<file path="config.mk">
export PLATFORM = sky130hd
export DESIGN_NAME = mem_port_arbiter
export DESIGN_NICKNAME = d
export VERILOG_FILES = /design/src/rtl/mem_port_arbiter.sv
export SDC_FILE = /design/constraint.sdc
export NUM_CORES = 1
export LEC_CHECK = 0
export ABC_AREA = 1
export ABC_CLOCK_PERIOD_IN_PS = 1900
export BUFFER_PORTS_ARGS = -buffer_cell sky130_fd_sc_hd__buf_4
export CAP_MARGIN = 20
export CORE_MARGIN = 8
export CORE_UTILIZATION = 49
export CTS_BUF_LIST = sky130_fd_sc_hd__clkbuf_8 sky130_fd_sc_hd__clkbuf_16
export DETAILED_ROUTE_END_ITERATION = 16
export GPL_TIMING_DRIVEN = 1
export PLACE_DENSITY = 0.86
export REMOVE_ABC_BUFFERS = 1
export SLEW_MARGIN = 30
export SYNTH_ARGS = -nofsm -noshare
export SYNTH_HDL_FRONTEND = slang
export SYNTH_SLANG_ARGS = --single-unit
export TNS_END_PERCENT = 100
</file>
<file path="constraint.sdc">
create_clock -name clk -period 1.9 [get_ports clk]
set_input_delay 0.095 -clock clk [delete_from_list [all_inputs] [get_ports clk]]
set_output_delay 0.095 -clock clk [all_outputs]
set_load 0.01 [all_outputs]
</file>
<file path="src/rtl/mem_port_arbiter.sv">
// mem_port_arbiter: shares one memory port between instruction fetch and data load/store with timeout protection
module mem_port_arbiter #(
    parameter int TIMEOUT_CYCLES = 15,
    parameter int STARVE_LIMIT   = 3
) (
    input  logic        clk,
    input  logic        rst_n,
    input  logic        fetch_req,
    input  logic [31:0] fetch_addr,
    output logic        fetch_done,
    output logic [31:0] fetch_data,
    input  logic        data_req,
    input  logic        data_write,
    input  logic [31:0] data_addr,
    input  logic [31:0] data_wdata,
    output logic        data_done,
    output logic [31:0] data_rdata,
    output logic        access_err,
    output logic        busy,
    output logic        owner,
    output logic [31:0] mem_address,
    output logic [31:0] mem_data_in,
    output logic [1:0]  mem_r_w_z_z,
    input  logic [31:0] mem_data_out,
    input  logic        mem_mfc,
    input  logic        mem_error
);
    typedef enum logic [1:0] {IDLE, ACCESS, RESP} state_t;
    state_t state, state_n;
    logic [7:0] tcnt, scnt;
    logic is_write, err, both, grant_data, timeout, fail, finish;
    // arbitration, access outcome and next state
    always_comb begin
        both       = fetch_req & data_req;
        grant_data = data_req & !(both & (scnt == 8'(STARVE_LIMIT)));
        timeout    = tcnt == 8'(TIMEOUT_CYCLES - 1);
        fail       = mem_error | (!mem_mfc & timeout);
        finish     = mem_error | mem_mfc | timeout;
        state_n    = state == IDLE   ? ((fetch_req | data_req) ? ACCESS : IDLE) :
                     state == ACCESS ? (finish ? RESP : ACCESS) : IDLE;
    end
    // state register
    always_ff @(posedge clk or negedge rst_n) begin
        if (!rst_n) state <= IDLE;
        else        state <= state_n;
    end
    // grant capture, counters and read data capture
    always_ff @(posedge clk or negedge rst_n) begin
        if (!rst_n) begin
            owner       <= 1'b0;
            mem_address <= '0;
            mem_data_in <= '0;
            is_write    <= 1'b0;
            err         <= 1'b0;
            tcnt        <= '0;
            scnt        <= '0;
            fetch_data  <= '0;
            data_rdata  <= '0;
        end else begin
            if (state == IDLE && (fetch_req | data_req)) begin
                owner       <= grant_data;
                mem_address <= grant_data ? data_addr : fetch_addr;
                mem_data_in <= data_wdata;
                is_write    <= grant_data & data_write;
                scnt        <= (both && grant_data) ? scnt + 8'd1 : 8'd0;
            end
            if (state == ACCESS) begin
                tcnt <= tcnt + 8'd1;
                if (finish) begin
                    err <= fail;
                    if (owner) data_rdata <= fail ? 32'd0 : (is_write ? data_rdata : mem_data_out);
                    else       fetch_data <= fail ? 32'd0 : mem_data_out;
                end
            end
            if (state == RESP) tcnt <= '0;
        end
    end
    assign busy        = state != IDLE;
    assign fetch_done  = (state == RESP) & !owner;
    assign data_done   = (state == RESP) & owner;
    assign access_err  = (state == RESP) & err;
    assign mem_r_w_z_z = state == ACCESS ? {1'b0, is_write} : 2'b10;
endmodule

</file>
======== After elaboration in Yosys (flattened, before gate mapping) ========
Index checks and enable logic that the tools add are counted.
storage, ports and cells
  bits in registers ....................... 149
  output and inout port bits .............. 135
operators by class
  $add $sub $neg .......................... 2
  reductions and logical operators ........ 11
  multiplexer cells ....................... 12
  eq/ne operators ......................... 5
  bitwise gates (word level) .............. 13
operators with widths
  kind                 count
  $mux 32              4
  $mux 8               3
  $add 8x1->8 const B  2
  $and 1x1->1          8
  $eq 8x2->1 const B   1
  $eq 8x4->1 const B   1
  $mux 2               4
  $or 1x1->1           4
  $reduce_and 4->1     1
  $reduce_bool 2->1    2
  $logic_not 1->1      3
  $reduce_and 3->1     1
  $eq 2x1->1 const B   1
  $eq 2x2->1 const B   1
  $logic_and 1x1->1    2
  $logic_not 2->1      1
  $ne 2x1->1 const B   1
  $reduce_and 2->1     1
  $mux 1               1
  $not 1->1            1

======== Depth between registers and ports, before layout ========
  word-level depth ........................ 6
  gate-level depth with buffers ........... 10
  mapped depth without buffers ............ 10

======== Worst setup path before layout ========
OpenSTA, ideal clock, no wires.
  path type ............................... register to register
  from .................................... register tcnt[0]
  to ...................................... register data_rdata[0]
  required time ........................... 1.783 ns
  slack ................................... 0.355 ns
  arrival ................................. 1.429 ns
  setup time .............................. 0.117 ns
  clock period less this slack ............ 1.545 ns
  stages on the path, launching flop included .. 11
  path through ............................ dfrtp_1 -> inv_1 -> ha_1 -> nand3_2 -> o21bai_4 -> nand2_2 -> nor2_8 -> nand2_4 -> buf_6 -> nand2_1 -> nand2_1
on the way
  longest elaborated chain between the ends .. 5
  elaborated cells between the ends (all ways) .. 7
  those cells by class .................... eq/ne (2); mux (1); bitwise (3); reduce/logical (1)
RTL lines
  element                            RTL line  text
  from (decl)                        30        logic [7:0] tcnt, scnt;
  from (signal assigned)             68        tcnt <= tcnt + 8'd1;
  $eq 8x4->1 (*)                     36        timeout = tcnt == 8'(TIMEOUT_CYCLES - 1);
  $and 1x1->1                        37        fail = mem_error | (!mem_mfc & timeout);
  $or 1x1->1                         37
  $ne 2x1->1 (no source line)        --
  $reduce_and 4->1 (no source line)  --
  to (signal assigned)               71        if (owner) data_rdata <= fail ? 32'd0 : (is_write ? data_rdata : mem_data_out);
  to (decl)                          17        output logic [31:0] data_rdata,
Every way passes the cells marked *; elsewhere a longest branch is shown, timed or not.
A chain may end at the register's enable or synchronous reset.

======== Final worst setup path ========
  from .................................... register scnt[0]
  to ...................................... register mem_address[18]
on the way
  longest elaborated chain between the ends .. 5
RTL lines
  element                 RTL line  text
  from (decl)             30
  from (signal assigned)  65        scnt <= (both && grant_data) ? scnt + 8'd1 : 8'd0;
  $eq 8x2->1              35        grant_data = data_req & !(both & (scnt == 8'(STARVE_LIMIT)));
  $and 1x1->1             35
  $logic_not 1->1         35
  $and 1x1->1             35
  $mux 32                 62        mem_address <= grant_data ? data_addr : fetch_addr;
  to (signal assigned)    62
  to (decl)               21        output logic [31:0] mem_address,
No other way between the ends.

==> impl_metrics.prom <==
# TYPE chip_impl_metric gauge
chip_impl_info{name="outcome",value="finished, final reports clean"} 1
chip_impl_info{name="cp_slowest_cell",value="dfrtp_1"} 1
chip_impl_metric{name="grt_pass1_vias",unit=""} 7687
chip_impl_info{name="critical_path_class",value="reg -> reg"} 1
chip_impl_metric{name="io_pins",unit=""} 270
chip_impl_info{name="timing.critical_path.to_type",value="flip-flop"} 1
chip_impl_metric{name="worst-path-max-fanout",unit=""} 26
chip_impl_metric{name="avgSynthCellArea",unit="µm²"} 7.95
chip_impl_info{name="rsz0062_at_grt",value="false"} 1
chip_impl_metric{name="yosysWarningCount",unit=""} 0
chip_impl_metric{name="hold_depth",unit=""} 4
chip_impl_metric{name="mappedNetlistArea",unit="mm²"} 0.00696
chip_impl_metric{name="grt_remaining_overflow",unit=""} 0
chip_impl_metric{name="rr_worst_depth",unit=""} 9
chip_impl_metric{name="peakVddDrop",unit="mV"} 0.856
chip_impl_info{name="dominant_delay_contributor_by_cell_family_on_the_critical_path",value="simple AND/OR/NAND/NOR gates"} 1
chip_impl_metric{name="worst_skew_pair.late_latency",unit="ps"} 420
chip_impl_metric{name="synthDistinctLibCells",unit=""} 31
chip_impl_metric{name="share_of_synthesized_area_occupied_by_flip_flops_and_latches",unit=""} 0.535
chip_impl_metric{name="wire_length_of_the_first_global_routing_pass",unit="µm"} 40000
chip_impl_metric{name="numClockSinks",unit=""} 149
chip_impl_metric{name="finalCriticalPeriod",unit="ps"} 1820
chip_impl_metric{name="via_per_inst",unit=""} 5.24
chip_impl_metric{name="start_util",unit=""} 0.502
chip_impl_info{name="timing.critical_path.from_type",value="flip-flop"} 1
chip_impl_metric{name="clock-skew-final",unit="ps"} 10.4
chip_impl_metric{name="clk_path_buf_depth",unit=""} 2
chip_impl_info{name="critical_path.cell_chain",value="ha_1 > nand2_1 > nor3_2 > nand2_2 > nand2_1 > buf_12 > nand2_1 > nand3_1 > nand2_1"} 1
chip_impl_metric{name="port_buffer_cells",unit=""} 269
chip_impl_info{name="crit-reg2reg-launch",value="scnt[0]"} 1
chip_impl_metric{name="syn2layout_area_growth",unit="%"} 54.3
chip_impl_metric{name="max_clock_freq",unit="MHz"} 550
chip_impl_metric{name="synth_async_sr_flop_share",unit=""} 1.00
chip_impl_metric{name="dieWidth",unit="µm"} 135
chip_impl_metric{name="coreArea",unit="mm²"} 0.0139
chip_impl_metric{name="grt_max_degree",unit=""} 59
chip_impl_metric{name="worst_hold_slack",unit="ps"} 9.28
chip_impl_info{name="cts_tree",value="built"} 1
chip_impl_metric{name="power.density",unit="mW/mm²"} 1510
chip_impl_metric{name="hold_viol_final",unit=""} 0
chip_impl_metric{name="drcViolationCount",unit=""} 0
chip_impl_info{name="critPathMostFrequentCell",value="nand2_1"} 1
chip_impl_info{name="most_frequent_standard_cell_in_the_layout_excluding_fill_and_tap_cells",value="nand2_1"} 1
chip_impl_metric{name="synth-seq-cells",unit=""} 149
chip_impl_metric{name="total_via_count_in_the_routed_design",unit=""} 7453
chip_impl_metric{name="post-dp-hpwl",unit="µm"} 15700
chip_impl_metric{name="timing.setup.tns",unit="ps"} 0
chip_impl_metric{name="routed_wl",unit="µm"} 25900
chip_impl_metric{name="worst_slew_pin_slew",unit="ps"} 504
chip_impl_metric{name="postRouteAntennaNets",unit=""} 0
chip_impl_metric{name="synthesis.instances",unit=""} 876
chip_impl_metric{name="routabilityCongestion",unit=""} 0.811
chip_impl_metric{name="critPathMaxStageDelay",unit="ps"} 390
chip_impl_metric{name="ff2ff_setup_slack",unit="ps"} 80
chip_impl_info{name="most_frequent_cells_in_the_layout",value="nand2_1, buf_4, dfrtp_1"} 1
chip_impl_metric{name="n_fill_cell",unit=""} 877
chip_impl_metric{name="power.leakage",unit="nW"} 5.96
chip_impl_metric{name="clk_transition_reported_paths",unit="ps"} 70
chip_impl_metric{name="firstDrtPassIters",unit=""} 5
chip_impl_metric{name="report.final.setup_viol",unit=""} 0
chip_impl_metric{name="grt_util_all_layers",unit=""} 0.278
chip_impl_metric{name="final_min_period_over_clock_period",unit=""} 0.956
chip_impl_metric{name="detailedRoute.firstIterationViolations",unit=""} 730
chip_impl_metric{name="cts_max_level",unit=""} 4
chip_impl_metric{name="fin_nets",unit=""} 1367
chip_impl_info{name="clockRootBuffer",value="clkbuf_16"} 1
chip_impl_metric{name="die_h",unit="µm"} 135
chip_impl_metric{name="floorplan.die_area",unit="mm²"} 0.0183
chip_impl_metric{name="cts_buffers",unit=""} 17
chip_impl_info{name="destination_of_the_worst_hold_path",value="mem_address[0]"} 1
chip_impl_metric{name="avgRoutedWirePerCell",unit="µm"} 18.2
chip_impl_metric{name="post_route_cells_drive_above_1_share",unit=""} 0.268
chip_impl_metric{name="max_cap_violations",unit=""} 0
chip_impl_metric{name="critical_path_buf_inv_count",unit=""} 1
chip_impl_info{name="synth_flop_cell",value="dfrtp_1"} 1
chip_impl_metric{name="synth_edf_count",unit=""} 0
chip_impl_metric{name="cp.required",unit="ps"} 2200
chip_impl_info{name="critical_path.reg2reg.endpoint",value="mem_address[18]"} 1
chip_impl_metric{name="rows",unit=""} 43
chip_impl_metric{name="max_slew_margin",unit=""} 0.664
chip_impl_info{name="hold_path_class",value="in -> reg"} 1
chip_impl_metric{name="worstPathArrival",unit="ps"} 2110
chip_impl_metric{name="antenna_violations_before_repair",unit=""} 3
chip_impl_metric{name="max_slew_violation_total_from_the_final_report",unit=""} 0
chip_impl_info{name="worstHoldStart",value="data_addr[0]"} 1
## flip-flops by register name, indices dropped and copies added, names as in the netlist
name	count
mem_address	32
data_rdata	32
state	2
owner	1
is_write	1
scnt	8
tcnt	8
err	1
mem_data_in	32
fetch_data	32
## synth_stat cells, types with 3 or more instances
cell type	count	area share
nand2_1	333	0.18
o21ai_0	6	0.0043
xor2_1	3	0.0038
buf_1	4	0.0022
buf_6	6	0.0097
clkbuf_1	15	0.0081
buf_2	15	0.011
buf_4	3	0.0032
nand3b_1	32	0.035
ha_1	6	0.011
inv_1	125	0.067
nand3_1	73	0.052
a21oi_1	4	0.0029
nor3_1	6	0.0043
o21ai_1	31	0.022
nand3_2	3	0.0043
nor2_1	49	0.026
dfrtp_1	149	0.54
## layout make-up
class                      count  area (µm²)  share of cell area
sequential                   149        3730               0.347
timing repair buffer         374        3140               0.292
multi-input combinational    558        2540               0.237
inverter                     126         473              0.0440
clock buffer                  19         453              0.0422
tap                          180         225              0.0210
clock inverter                13         170              0.0158
antenna                        4        10.0            0.000932
## cell families (layout without fill, tap and decap cells)
logic type / Yosys count / after routing / synth area share
buf+inv: 169 / 532 / 0.102
xor+xnor: 3 / 3 / 0.00377
other cells: 0 / 4 / 0
simple gates: 501 / 501 / 0.309
flops: 149 / 149 / 0.535
fa+ha+maj: 6 / 6 / 0.0108
compound gates: 48 / 48 / 0.0386
## worst max path at each step
stage / from / to / cells after the start
floorplan: state[0] / is_write / 7
global placement: tcnt[0] / data_rdata[24] / 9
detailed placement: tcnt[0] / data_rdata[2] / 9
CTS: state[0] / mem_data_in[11] / 8
global route: tcnt[0] / data_rdata[14] / 10
finish: scnt[0] / mem_address[18] / 9
## per-stage QoR
stage                     cells  setup slack, ps  cell area [µm²]   util  power, W
final                      1423             82.7            10700  0.774    0.0163
after global routing       1422             21.1            10700  0.774    0.0171
after CTS                  1415              135            10700  0.770    0.0159
after detailed placement   1298              154             9210  0.663    0.0122
after global placement     1298              227             9210  0.663    0.0119
after floorplan             833             -681             6730      -   0.00845
## metal layers
layer / vias up / part of all wire / GRT usage / wire length, µm
met2: 534 / 0.48 / 0.451 / 12400
met5: - / 0 / 0 / 0
met4: 0 / 0.056 / 0.167 / 1440
met3: 116 / 0.11 / 0.0994 / 2920
li1: 3371 / - / - / -
met1: 3432 / 0.35 / 0.310 / 9130
## worst reg2reg max path, stage by stage, from the launching register on
cell and delay [ps]:
dfrtp_1 390, ha_1 250, nand2_1 100, nor3_2 140, nand2_2 150, nand2_1 160, buf_12 190, nand2_1 100
nand3_1 110, nand2_1 100
## power by group
group	total (W)	internal, W	leakage (nW)	switching [W]
Clock	0.00354	0.00215	0.285	0.00139
Sequential	0.00560	0.00458	1.89	0.00102
Combinational	0.00711	0.00310	3.78	0.00402
## what timing repair did
action / CTS / global route
hold endpoints to repair: 118 / 0
buffers inserted: 0 / 4
hold buffers: 85 / 0
setup endpoints to repair: 0 / 8
gates resized for setup: 0 / 4
Power figures use the tool's default switching activity.
